### src/rtl/sys_array_3x3_pkg.sv
// Shared widths, signed data types and a multiply-extend helper for the
// 3x3-column, 6-deep weight-stationary matrix-vector engine.
package sys_array_3x3_pkg;

  localparam int SA_DW    = 8;   // activation / weight width
  localparam int SA_AW    = 32;  // accumulator / result width
  localparam int SA_ROWS  = 6;   // reduction depth (two planes of 3)
  localparam int SA_PLANE = 3;   // rows per plane
  localparam int SA_COLS  = 3;   // output columns

  typedef logic signed [SA_DW-1:0] sa_data_t;
  typedef logic signed [SA_AW-1:0] sa_acc_t;

  // Signed DWxDW product, sign-extended to the accumulator width.
  function automatic sa_acc_t sa_mul_ext(input sa_data_t a, input sa_data_t w);
    sa_acc_t ax;
    sa_acc_t wx;
    ax = sa_acc_t'(a);
    wx = sa_acc_t'(w);
    return ax * wx;
  endfunction

endpackage

### src/rtl/sys_array_pe.sv
// Processing element: holds one stationary weight and adds a*w into the
// partial sum travelling down its column.
module sys_array_pe
  import sys_array_3x3_pkg::*;
#(
  parameter int DW = SA_DW,
  parameter int AW = SA_AW
) (
  input  logic          clk_i,
  input  logic          rst_i,
  input  logic          w_ld_i,
  input  logic [DW-1:0] w_i,
  input  logic [DW-1:0] a_i,
  input  logic [AW-1:0] psum_i,
  output logic [AW-1:0] psum_o
);

  logic [DW-1:0] w_q;
  logic [AW-1:0] prod;

  // Stationary weight; only a matching load token overwrites it.
  always_ff @(posedge clk_i or posedge rst_i) begin
    if (rst_i)       w_q <= '0;
    else if (w_ld_i) w_q <= w_i;
  end

  // Both operands are sign-extended to AW first, so the product wraps mod 2^AW.
  assign prod   = AW'($signed(a_i)) * AW'($signed(w_q));
  assign psum_o = psum_i + prod;

endmodule

### src/rtl/sys_array_3x3.sv
// Weight-stationary matrix-vector engine: 3 columns, 6-row reduction split
// into a main plane (rows 0-2) and a cascade plane (rows 3-5). Each vector
// produces a partial sum after row 2 and a full sum after row 5 per column.
module sys_array_3x3
  import sys_array_3x3_pkg::*;
#(
  parameter int DW       = SA_DW,
  parameter int AW       = SA_AW,
  parameter int NUM_VECS = 3
) (
  input  logic          clk,
  input  logic          rst,
  output logic          weight_in_vec_busy_0,
  output logic          weight_in_vec_busy_1,
  output logic          weight_in_vec_busy_2,
  input  logic          weight_in_vec_vld_0,
  input  logic          weight_in_vec_vld_1,
  input  logic          weight_in_vec_vld_2,
  input  logic [DW-1:0] weight_in_vec_data_0,
  input  logic [DW-1:0] weight_in_vec_data_1,
  input  logic [DW-1:0] weight_in_vec_data_2,
  output logic          weight_inter_busy_0,
  output logic          weight_inter_busy_1,
  output logic          weight_inter_busy_2,
  input  logic          weight_inter_vld_0,
  input  logic          weight_inter_vld_1,
  input  logic          weight_inter_vld_2,
  input  logic [DW-1:0] weight_inter_data_0,
  input  logic [DW-1:0] weight_inter_data_1,
  input  logic [DW-1:0] weight_inter_data_2,
  output logic          act_in_vec_busy_0,
  output logic          act_in_vec_busy_1,
  output logic          act_in_vec_busy_2,
  input  logic          act_in_vec_vld_0,
  input  logic          act_in_vec_vld_1,
  input  logic          act_in_vec_vld_2,
  input  logic [DW-1:0] act_in_vec_data_0,
  input  logic [DW-1:0] act_in_vec_data_1,
  input  logic [DW-1:0] act_in_vec_data_2,
  output logic          act_inter_busy_0,
  output logic          act_inter_busy_1,
  output logic          act_inter_busy_2,
  input  logic          act_inter_vld_0,
  input  logic          act_inter_vld_1,
  input  logic          act_inter_vld_2,
  input  logic [DW-1:0] act_inter_data_0,
  input  logic [DW-1:0] act_inter_data_1,
  input  logic [DW-1:0] act_inter_data_2,
  input  logic          accum_out_vec_busy_0,
  input  logic          accum_out_vec_busy_1,
  input  logic          accum_out_vec_busy_2,
  output logic          accum_out_vec_vld_0,
  output logic          accum_out_vec_vld_1,
  output logic          accum_out_vec_vld_2,
  output logic [AW-1:0] accum_out_vec_data_0,
  output logic [AW-1:0] accum_out_vec_data_1,
  output logic [AW-1:0] accum_out_vec_data_2,
  input  logic          accum_inter_busy_0,
  input  logic          accum_inter_busy_1,
  input  logic          accum_inter_busy_2,
  output logic          accum_inter_vld_0,
  output logic          accum_inter_vld_1,
  output logic          accum_inter_vld_2,
  output logic [AW-1:0] accum_inter_data_0,
  output logic [AW-1:0] accum_inter_data_1,
  output logic [AW-1:0] accum_inter_data_2
);

  localparam logic [7:0] VCNT_MAX = 8'(NUM_VECS);

  // Weight channels 0-2 feed main-plane columns, 3-5 cascade-plane columns.
  // Activation channels 0-2 feed rows 0-2, 3-5 feed rows 3-5.
  logic [5:0]                w_vld, w_busy, w_full, w_fire;
  logic [5:0][DW-1:0]        w_data;
  logic [5:0]                a_vld;
  logic [5:0][DW-1:0]        a_data;
  logic [2:0]                int_busy, out_busy;

  logic [5:0][1:0]           wcnt_q, wcnt_d;
  logic [7:0]                vcnt_q, vcnt_d;
  logic [2:0]                int_vld_q, int_vld_d, out_vld_q, out_vld_d;
  logic [2:0][AW-1:0]        int_data_q, out_data_q;
  logic [SA_ROWS-1:0][2:0][AW-1:0] psum;

  logic compute_en, act_fire, pending, release_w, act_busy;

  assign w_vld  = {weight_inter_vld_2, weight_inter_vld_1, weight_inter_vld_0,
                   weight_in_vec_vld_2, weight_in_vec_vld_1, weight_in_vec_vld_0};
  assign w_data = {weight_inter_data_2, weight_inter_data_1, weight_inter_data_0,
                   weight_in_vec_data_2, weight_in_vec_data_1, weight_in_vec_data_0};
  assign a_vld  = {act_inter_vld_2, act_inter_vld_1, act_inter_vld_0,
                   act_in_vec_vld_2, act_in_vec_vld_1, act_in_vec_vld_0};
  assign a_data = {act_inter_data_2, act_inter_data_1, act_inter_data_0,
                   act_in_vec_data_2, act_in_vec_data_1, act_in_vec_data_0};
  assign int_busy = {accum_inter_busy_2, accum_inter_busy_1, accum_inter_busy_0};
  assign out_busy = {accum_out_vec_busy_2, accum_out_vec_busy_1, accum_out_vec_busy_0};

  // A weight channel stops accepting once its three rows are loaded.
  for (genvar ch = 0; ch < 6; ch++) begin : g_wch
    assign w_full[ch] = (wcnt_q[ch] == 2'd3);
  end
  assign w_busy = {6{rst}} | w_full;
  assign w_fire = w_vld & ~w_busy;

  // One vector in flight at a time: compute waits until every result drained.
  assign pending    = |{int_vld_q, out_vld_q};
  assign compute_en = (&w_full) & ~pending;
  assign act_busy   = rst | ~compute_en;
  assign act_fire   = compute_en & (&a_vld);

  // Next-state for handshake valids, weight counters and the vector counter.
  always_comb begin
    wcnt_d    = wcnt_q;
    vcnt_d    = vcnt_q;
    int_vld_d = act_fire ? 3'b111 : (int_vld_q & int_busy);
    out_vld_d = act_fire ? 3'b111 : (out_vld_q & out_busy);
    // Release weights on the edge that drains the last result of the set,
    // so weight busy is already low in the following cycle.
    release_w = (vcnt_q == VCNT_MAX) && !(|{int_vld_d, out_vld_d});
    for (int ch = 0; ch < 6; ch++) begin
      if (release_w)       wcnt_d[ch] = 2'd0;
      else if (w_fire[ch]) wcnt_d[ch] = wcnt_q[ch] + 2'd1;
    end
    if (release_w)     vcnt_d = 8'd0;
    else if (act_fire) vcnt_d = vcnt_q + 8'd1;
  end

  // Control state registers.
  always_ff @(posedge clk or posedge rst) begin
    if (rst) begin
      wcnt_q    <= '0;
      vcnt_q    <= '0;
      int_vld_q <= '0;
      out_vld_q <= '0;
    end else begin
      wcnt_q    <= wcnt_d;
      vcnt_q    <= vcnt_d;
      int_vld_q <= int_vld_d;
      out_vld_q <= out_vld_d;
    end
  end

  // Capture the row-2 and row-5 column sums when a vector is consumed.
  always_ff @(posedge clk or posedge rst) begin
    if (rst) begin
      int_data_q <= '0;
      out_data_q <= '0;
    end else if (act_fire) begin
      for (int c = 0; c < 3; c++) begin
        int_data_q[c] <= psum[SA_PLANE-1][c];
        out_data_q[c] <= psum[SA_ROWS-1][c];
      end
    end
  end

  // 6x3 PE grid; partial sums flow down each column, row r uses act channel r.
  for (genvar r = 0; r < SA_ROWS; r++) begin : g_row
    for (genvar c = 0; c < SA_COLS; c++) begin : g_col
      localparam int CH = (r < SA_PLANE) ? c : SA_PLANE + c;
      localparam int K  = r % SA_PLANE;
      logic [AW-1:0] psum_in;
      if (r == 0) begin : g_top
        assign psum_in = '0;
      end else begin : g_chain
        assign psum_in = psum[r-1][c];
      end
      sys_array_pe #(.DW(DW), .AW(AW)) u_pe (
        .clk_i  (clk),
        .rst_i  (rst),
        .w_ld_i (w_fire[CH] && (wcnt_q[CH] == 2'(K))),
        .w_i    (w_data[CH]),
        .a_i    (a_data[r]),
        .psum_i (psum_in),
        .psum_o (psum[r][c])
      );
    end
  end

  assign weight_in_vec_busy_0 = w_busy[0];
  assign weight_in_vec_busy_1 = w_busy[1];
  assign weight_in_vec_busy_2 = w_busy[2];
  assign weight_inter_busy_0  = w_busy[3];
  assign weight_inter_busy_1  = w_busy[4];
  assign weight_inter_busy_2  = w_busy[5];
  assign act_in_vec_busy_0    = act_busy;
  assign act_in_vec_busy_1    = act_busy;
  assign act_in_vec_busy_2    = act_busy;
  assign act_inter_busy_0     = act_busy;
  assign act_inter_busy_1     = act_busy;
  assign act_inter_busy_2     = act_busy;
  assign accum_inter_vld_0    = int_vld_q[0];
  assign accum_inter_vld_1    = int_vld_q[1];
  assign accum_inter_vld_2    = int_vld_q[2];
  assign accum_inter_data_0   = int_data_q[0];
  assign accum_inter_data_1   = int_data_q[1];
  assign accum_inter_data_2   = int_data_q[2];
  assign accum_out_vec_vld_0  = out_vld_q[0];
  assign accum_out_vec_vld_1  = out_vld_q[1];
  assign accum_out_vec_vld_2  = out_vld_q[2];
  assign accum_out_vec_data_0 = out_data_q[0];
  assign accum_out_vec_data_1 = out_data_q[1];
  assign accum_out_vec_data_2 = out_data_q[2];

endmodule

### config.mk
export PLATFORM = sky130hd
export DESIGN_NAME = sys_array_3x3
export DESIGN_NICKNAME = d
export VERILOG_FILES = /design/src/rtl/sys_array_3x3_pkg.sv /design/src/rtl/sys_array_pe.sv /design/src/rtl/sys_array_3x3.sv
export SDC_FILE = /design/constraint.sdc
export NUM_CORES = 2
export LEC_CHECK = 0
export BUFFER_PORTS_ARGS = -buffer_cell sky130_fd_sc_hd__buf_2
export CORE_UTILIZATION = 47
export DETAILED_ROUTE_END_ITERATION = 6
export SLEW_MARGIN = 20
export SYNTH_ARGS = -nofsm -noshare
export SYNTH_HDL_FRONTEND = slang
export SYNTH_SLANG_ARGS = --single-unit
### constraint.sdc
create_clock -name clk -period 18.45 [get_ports clk]
set_clock_uncertainty 0.05 [all_clocks]
set_input_delay 3.69 -clock clk [delete_from_list [all_inputs] [get_ports clk]]
set_output_delay 3.69 -clock clk [all_outputs]
set_load 0.02 [all_outputs]
# Yosys cells after proc, flatten, opt, wreduce, memory -nomap -nowiden
# Cells that the tools add are included.
# W data, S select, Z words.
dict set report op_classes {
  n_eq_ne 19
  multipliers 18
  bitwise_logic 10
  n_mux 16
  n_reduce_logical 37
  addsub 22
}
# operator count
set op_table {}
lappend op_table {{$add A32 B32 Y32} 15}
lappend op_table {{$mul A8 B8 Y16} 18}
lappend op_table {{$eq A2 B2 Y1 const B} 12}
lappend op_table {{$mux W2} 12}
lappend op_table {{$logic_and A1 B1 Y1} 19}
lappend op_table {{$mux W8} 2}
lappend op_table {{$reduce_bool A2 Y1} 7}
lappend op_table {{$add A2 B1 Y2 const B} 6}
lappend op_table {{$eq A2 B1 Y1 const B} 6}
lappend op_table {{$logic_not A2 Y1} 6}
lappend op_table {{$reduce_and A6 Y1} 2}
lappend op_table {{$reduce_or A6 Y1} 2}
lappend op_table {{$add A8 B1 Y8 const B} 1}
lappend op_table {{$eq A8 B2 Y1 const B} 1}
lappend op_table {{$and A3 B3 Y3} 2}
lappend op_table {{$and A6 B6 Y6} 1}
lappend op_table {{$mux W3} 2}
lappend op_table {{$not A6 Y6} 1}
lappend op_table {{$or A6 B6 Y6} 1}
lappend op_table {{$and A1 B1 Y1} 2}
lappend op_table {{$not A1 Y1} 2}
lappend op_table {{$logic_not A1 Y1} 1}
lappend op_table {{$or A1 B1 Y1} 1}
dict set report word_totals {
  word_cells 155
  out_inout_bits 210
  reg_bits 362
}

# Depth between registers and ports, before layout
dict set report depth {
  depth_word 9
  depth_mapped 44
  depth_no_buf 42
}

# Hierarchy
# Synthesis repeated with hierarchy kept, for this count alone.
dict set report hier_totals {
  cells_unflattened 10341
  hier_area_um2 88263.4
}
# module seq_area_each_um2 cells_per_inst n_inst area_per_inst_um2
set modules_own_cells {}
lappend modules_own_cells {{sys_array_pe at g_row[0].g_col[0].u_pe ...} 200.2 520 6 4391.7}
lappend modules_own_cells {{sys_array_pe at g_row[2].g_col[1].u_pe ...} 200.2 519 4 4458.0}
lappend modules_own_cells {{sys_array_pe at g_row[4].g_col[2].u_pe ...} 200.2 509 3 4357.9}
lappend modules_own_cells {{sys_array_pe at g_row[4].g_col[0].u_pe ...} 200.2 528 2 4441.8}
lappend modules_own_cells {sys_array_3x3 5455.2 997 1 8849.7}
lappend modules_own_cells {{sys_array_pe at g_row[3].g_col[2].u_pe} 200.2 541 1 4534.3}
lappend modules_own_cells {{sys_array_pe at g_row[2].g_col[0].u_pe} 200.2 535 1 4469.3}
lappend modules_own_cells {{sys_array_pe at g_row[5].g_col[2].u_pe} 200.2 489 1 4270.3}

# Worst setup path after synthesis
# No wires, ideal clock.
dict set report synth_timing {
  kind {input to output}
  from {in rst}
  to {out act_in_vec_busy_1}
  setup_slack_ns 0.381
  stages 3
  arrival_time_ns 14.329
  required_ns 14.710
  cell_sequence {inv_1 -> nand3_1 -> buf_4}
}
dict set report synth_via {
  elab_chain_len 1
}
# element line_no
set synth_lines {}
lappend synth_lines {{from (decl)} sys_array_3x3.sv:12} ;# input logic rst,
lappend synth_lines {{$or A1 B1 Y1} sys_array_3x3.sv:108} ;# assign act_busy = rst | ~compute_en;
lappend synth_lines {{to (decl)} sys_array_3x3.sv:32} ;# output logic act_in_vec_busy_1,
# No other way between the ends.

# Worst setup path in the final report
dict set report layout_timing {
  from {in act_in_vec_data_1[2]}
  to {reg out_data_q, in the netlist accum_out_vec_data_2[29]}
}
dict set report layout_via {
  elab_chain_len 6
}
# element line_no
set layout_lines {}
lappend layout_lines {{from (decl)} sys_array_3x3.sv:38} ;# input logic [DW-1:0] act_in_vec_data_1,
lappend layout_lines {{$mul A8 B8 Y16} sys_array_pe.sv:28} ;# assign prod = AW'($signed(a_i)) * AW'($signed(w_q));
lappend layout_lines {{$add A32 B32 Y32 (2 in series)} sys_array_pe.sv:29} ;# assign psum_o = psum_i + prod;
lappend layout_lines {{named net g_row[2].g_col[2].u_pe.psum_o[16]} sys_array_pe.sv:15} ;# output logic [AW-1:0] psum_o
lappend layout_lines {{$add A32 B32 Y32 (3 in series)} sys_array_pe.sv:29}
lappend layout_lines {{to (signal, indexed assignment)} sys_array_3x3.sv:151} ;# out_data_q[c] <= psum[SA_ROWS-1][c];
lappend layout_lines {{to (decl)} sys_array_3x3.sv:82} ;# logic [2:0][AW-1:0] int_data_q, out_data_q;
# The timed path passes the listed nets, and every way through them passes these cells.
# A chain may end at the register's enable or synchronous reset.

==> flow_metrics.env <==
export IMPL_status="finished clean"
export IMPL_final_nets=9687
export IMPL_grt_pass1_vias=53400
export IMPL_drive_above_1_share_pct=8.20
export IMPL_cts_made_buffers=49
export IMPL_path_buf_inv=5
export IMPL_die_x_um=387
export IMPL_ys_seq_elements=362
export IMPL_path_class="in -> reg"
export IMPL_detailed_place_hpwl_um=161000
export IMPL_worst_pin_slew_ps=1060
export IMPL_drc_errors=0
export IMPL_final_cell_mix="1708 x inv_1, 1227 x fa_1, 711 x and2_1"
export IMPL_dr_pass1_iters=5
export IMPL_postCtsSetupBuffers=0
export IMPL_routed_wl_um=191000
export IMPL_critical_path_max_stage_delay_ps=590
export IMPL_slew_headroom_pct=28.9
export IMPL_hold_class="reg -> reg"
export IMPL_startpoint="act_in_vec_data_1[2]"
export IMPL_reg2reg_from="g_row[2].g_col[2].u_pe.w_q[2]"
export IMPL_die_area_um2=150000
export IMPL_synth_top_cell_by_area="fa_1"
export IMPL_start_util_pct=47.6
export IMPL_synth_area_leaders="fa_1 35%, dfrtp_1 13%, ha_1 12%"
export IMPL_area_growth_pct=7.79
export IMPL_hold_viol=0
export IMPL_synth_top_cell_area_share_pct=35.3
export IMPL_clockBufferDepth=3
export IMPL_gp_congestion=0.911
export IMPL_ys_types=75
export IMPL_antenna_left=0
export IMPL_min_period_ps=13830
export IMPL_synth_flop_cell="dfrtp_1"
export IMPL_path_common_cell="fa_1"
export IMPL_rows=140
export IMPL_maxSlewViolCount=0
export IMPL_ios=326
export IMPL_crit_slowest_cell="fa_1"
export IMPL_final_common_cell="inv_1"
export IMPL_root_buffer="clkbuf_16"
export IMPL_grt_max_degree=93
export IMPL_ctsHtreeMaxLevel=2
export IMPL_antenna_found_initial=16
export IMPL_setup_violations=0
export IMPL_grt_overflow=0
export IMPL_max_freq_mhz=72.3
export IMPL_r2r_end="accum_out_vec_data_2[29]"
export IMPL_drtIter0Drc=2652
export IMPL_fill_cells=13700
export IMPL_portBuffers=325
export IMPL_cp_max_fo=24
export IMPL_worstSetupPathDepth=39
export IMPL_track_usage_pct=26.7
export IMPL_wl_per_cell_um=19.9
export IMPL_fp_dieH_um=387
export IMPL_arrival_ps=14330
export IMPL_worstPathRequired_ps=18950
export IMPL_syn_num_nets=9473
export IMPL_clk_latency_ps=700
export IMPL_crit_family="adder cells"
export IMPL_num_vias=49400
export IMPL_cts_resized=0
export IMPL_seq_area_frac_synth_pct=13.0
export IMPL_end_kind="flip-flop"
export IMPL_rrSetupSlack_ps=7520
export IMPL_synth_yosys_warnings=0
export IMPL_synth_edf_count=0
export IMPL_syn_area_um2=69600
export IMPL_ff2ff_path_depth=37
export IMPL_grt_pass1_wl_um=308000
export IMPL_tritoncts="done"
export IMPL_ff_latch_area_um2=9060
export IMPL_rsz0062_at_grt="false"
export IMPL_syn_avg_cell_area_um2=9.35
export IMPL_crit_end="accum_out_vec_data_2[29]"
export IMPL_period_share_pct=75.0
export IMPL_async_flop_share_pct=100
export IMPL_setup_tns_ps=0
export IMPL_multi_input_area_um2=53400
export IMPL_maxCapViolations=0
export IMPL_cts_hold_buf=0
export IMPL_cts_num_sinks=362
export IMPL_path_clk_slew_ps=60
export IMPL_drt_vias_per_instance=5.13
export IMPL_core_area_um2=146000
export IMPL_syn_inst=7442
export IMPL_critPathLaunchType="primary input"
layer usage:
metal  share of wire [%]  vias to the layer above  GRT usage (%)
met5              0.0068                        -              0
met3                 5.0                      238           2.78
met1                  43                    25000           35.0
met4                 3.7                        2           8.84
li1                    -                    23100              -
met2                  49                     1056           45.9
worst min path at each step:
stage	cells past startpoint	endpoint	startpoint
detailed placement	2	accum_out_vec_data_1[12]	accum_out_vec_data_1[12]
floorplan	1	vcnt_q[7]	vcnt_q[7]
global placement	2	accum_out_vec_data_1[12]	accum_out_vec_data_1[12]
finish	2	accum_out_vec_data_1[12]	accum_out_vec_data_1[12]
global route	2	accum_out_vec_data_2[2]	accum_out_vec_data_2[2]
CTS	2	accum_out_vec_data_1[12]	accum_out_vec_data_1[12]
metrics by stage:
stage	hold WS [ps]	worst slack, ps	area [µm²]	util, %	instances
final	409	4620	75000	51.3	9624
after global routing	438	4050	75000	51.3	9614
after CTS	414	4610	75000	51.3	9612
after detailed placement	401	3950	73100	50.0	9522
after global placement	398	4040	73100	50.0	9522
after floorplan	397	381	69600	-	7442
flip-flops by register name (all words and copies together), names as in the netlist:
register	cells
vcnt_q	8
int_vld_q	3
accum_inter_data_0	32
accum_inter_data_2	32
accum_inter_data_1	32
out_vld_q	3
accum_out_vec_data_0	32
accum_out_vec_data_2	32
accum_out_vec_data_1	32
g_row.g_col.u_pe.w_q	144
wcnt_q	12
kinds of logic (layout without fill, tap and decap cells):
group	count (synthesis)	in the layout	synth area share [%]
buffers and inverters	1896	2149	10.3
AO/OA/AOI/OAI	813	813	7.49
flip-flops	362	362	13.0
multiplexers	134	134	2.17
AND/OR/NAND/NOR	1903	1903	14.0
adder cells (fa/ha/maj)	1915	1915	47.7
other	0	12	0
XOR/XNOR	419	419	5.33
layout make-up:
cell class	count	share of cell area, %
diodes	12	0.0400
clock buffers	57	1.73
clock inverters	33	0.734
inverters	1709	8.56
multi-input cells	5184	71.2
flip-flops and latches	362	12.1
well taps	1917	3.20
repair buffers	350	2.42
worst register-to-register path, delay by kind of cell, from the launching register on:
family                     cells  cell delay (ps)
AOI/OAI and AO/OA             17             3540
and+or+nand+nor                4             1160
buffers and inverters          4              340
adders and majority gates     10             4410
DFF                            1              510
xor gates and xnor gates       2              800
synthesized netlist by cell type, drive strengths merged (4+ instances only):
cell,instances
inv,1709
o21bai,56
clkbuf,170
or3,33
o21ai,224
o31ai,15
o211a,4
a31o,13
o2111ai,12
nor2b,43
nor3,58
a211o,11
and2,711
nand4,12
a21oi,213
nand2b,117
or2,26
o41a,7
nand2,605
dfrtp,362
mux2,133
a31oi,23
o211ai,10
ha,688
nor2,220
a211oi,23
nand3,39
nor4,6
o41ai,7
and3,20
xnor2,284
fa,1227
xor2,132
a21boi,5
o21a,65
a21o,100
buf,17
Power is not shown: default switching activity piles up to over one toggle a cycle in this logic, so the estimate is an artifact.
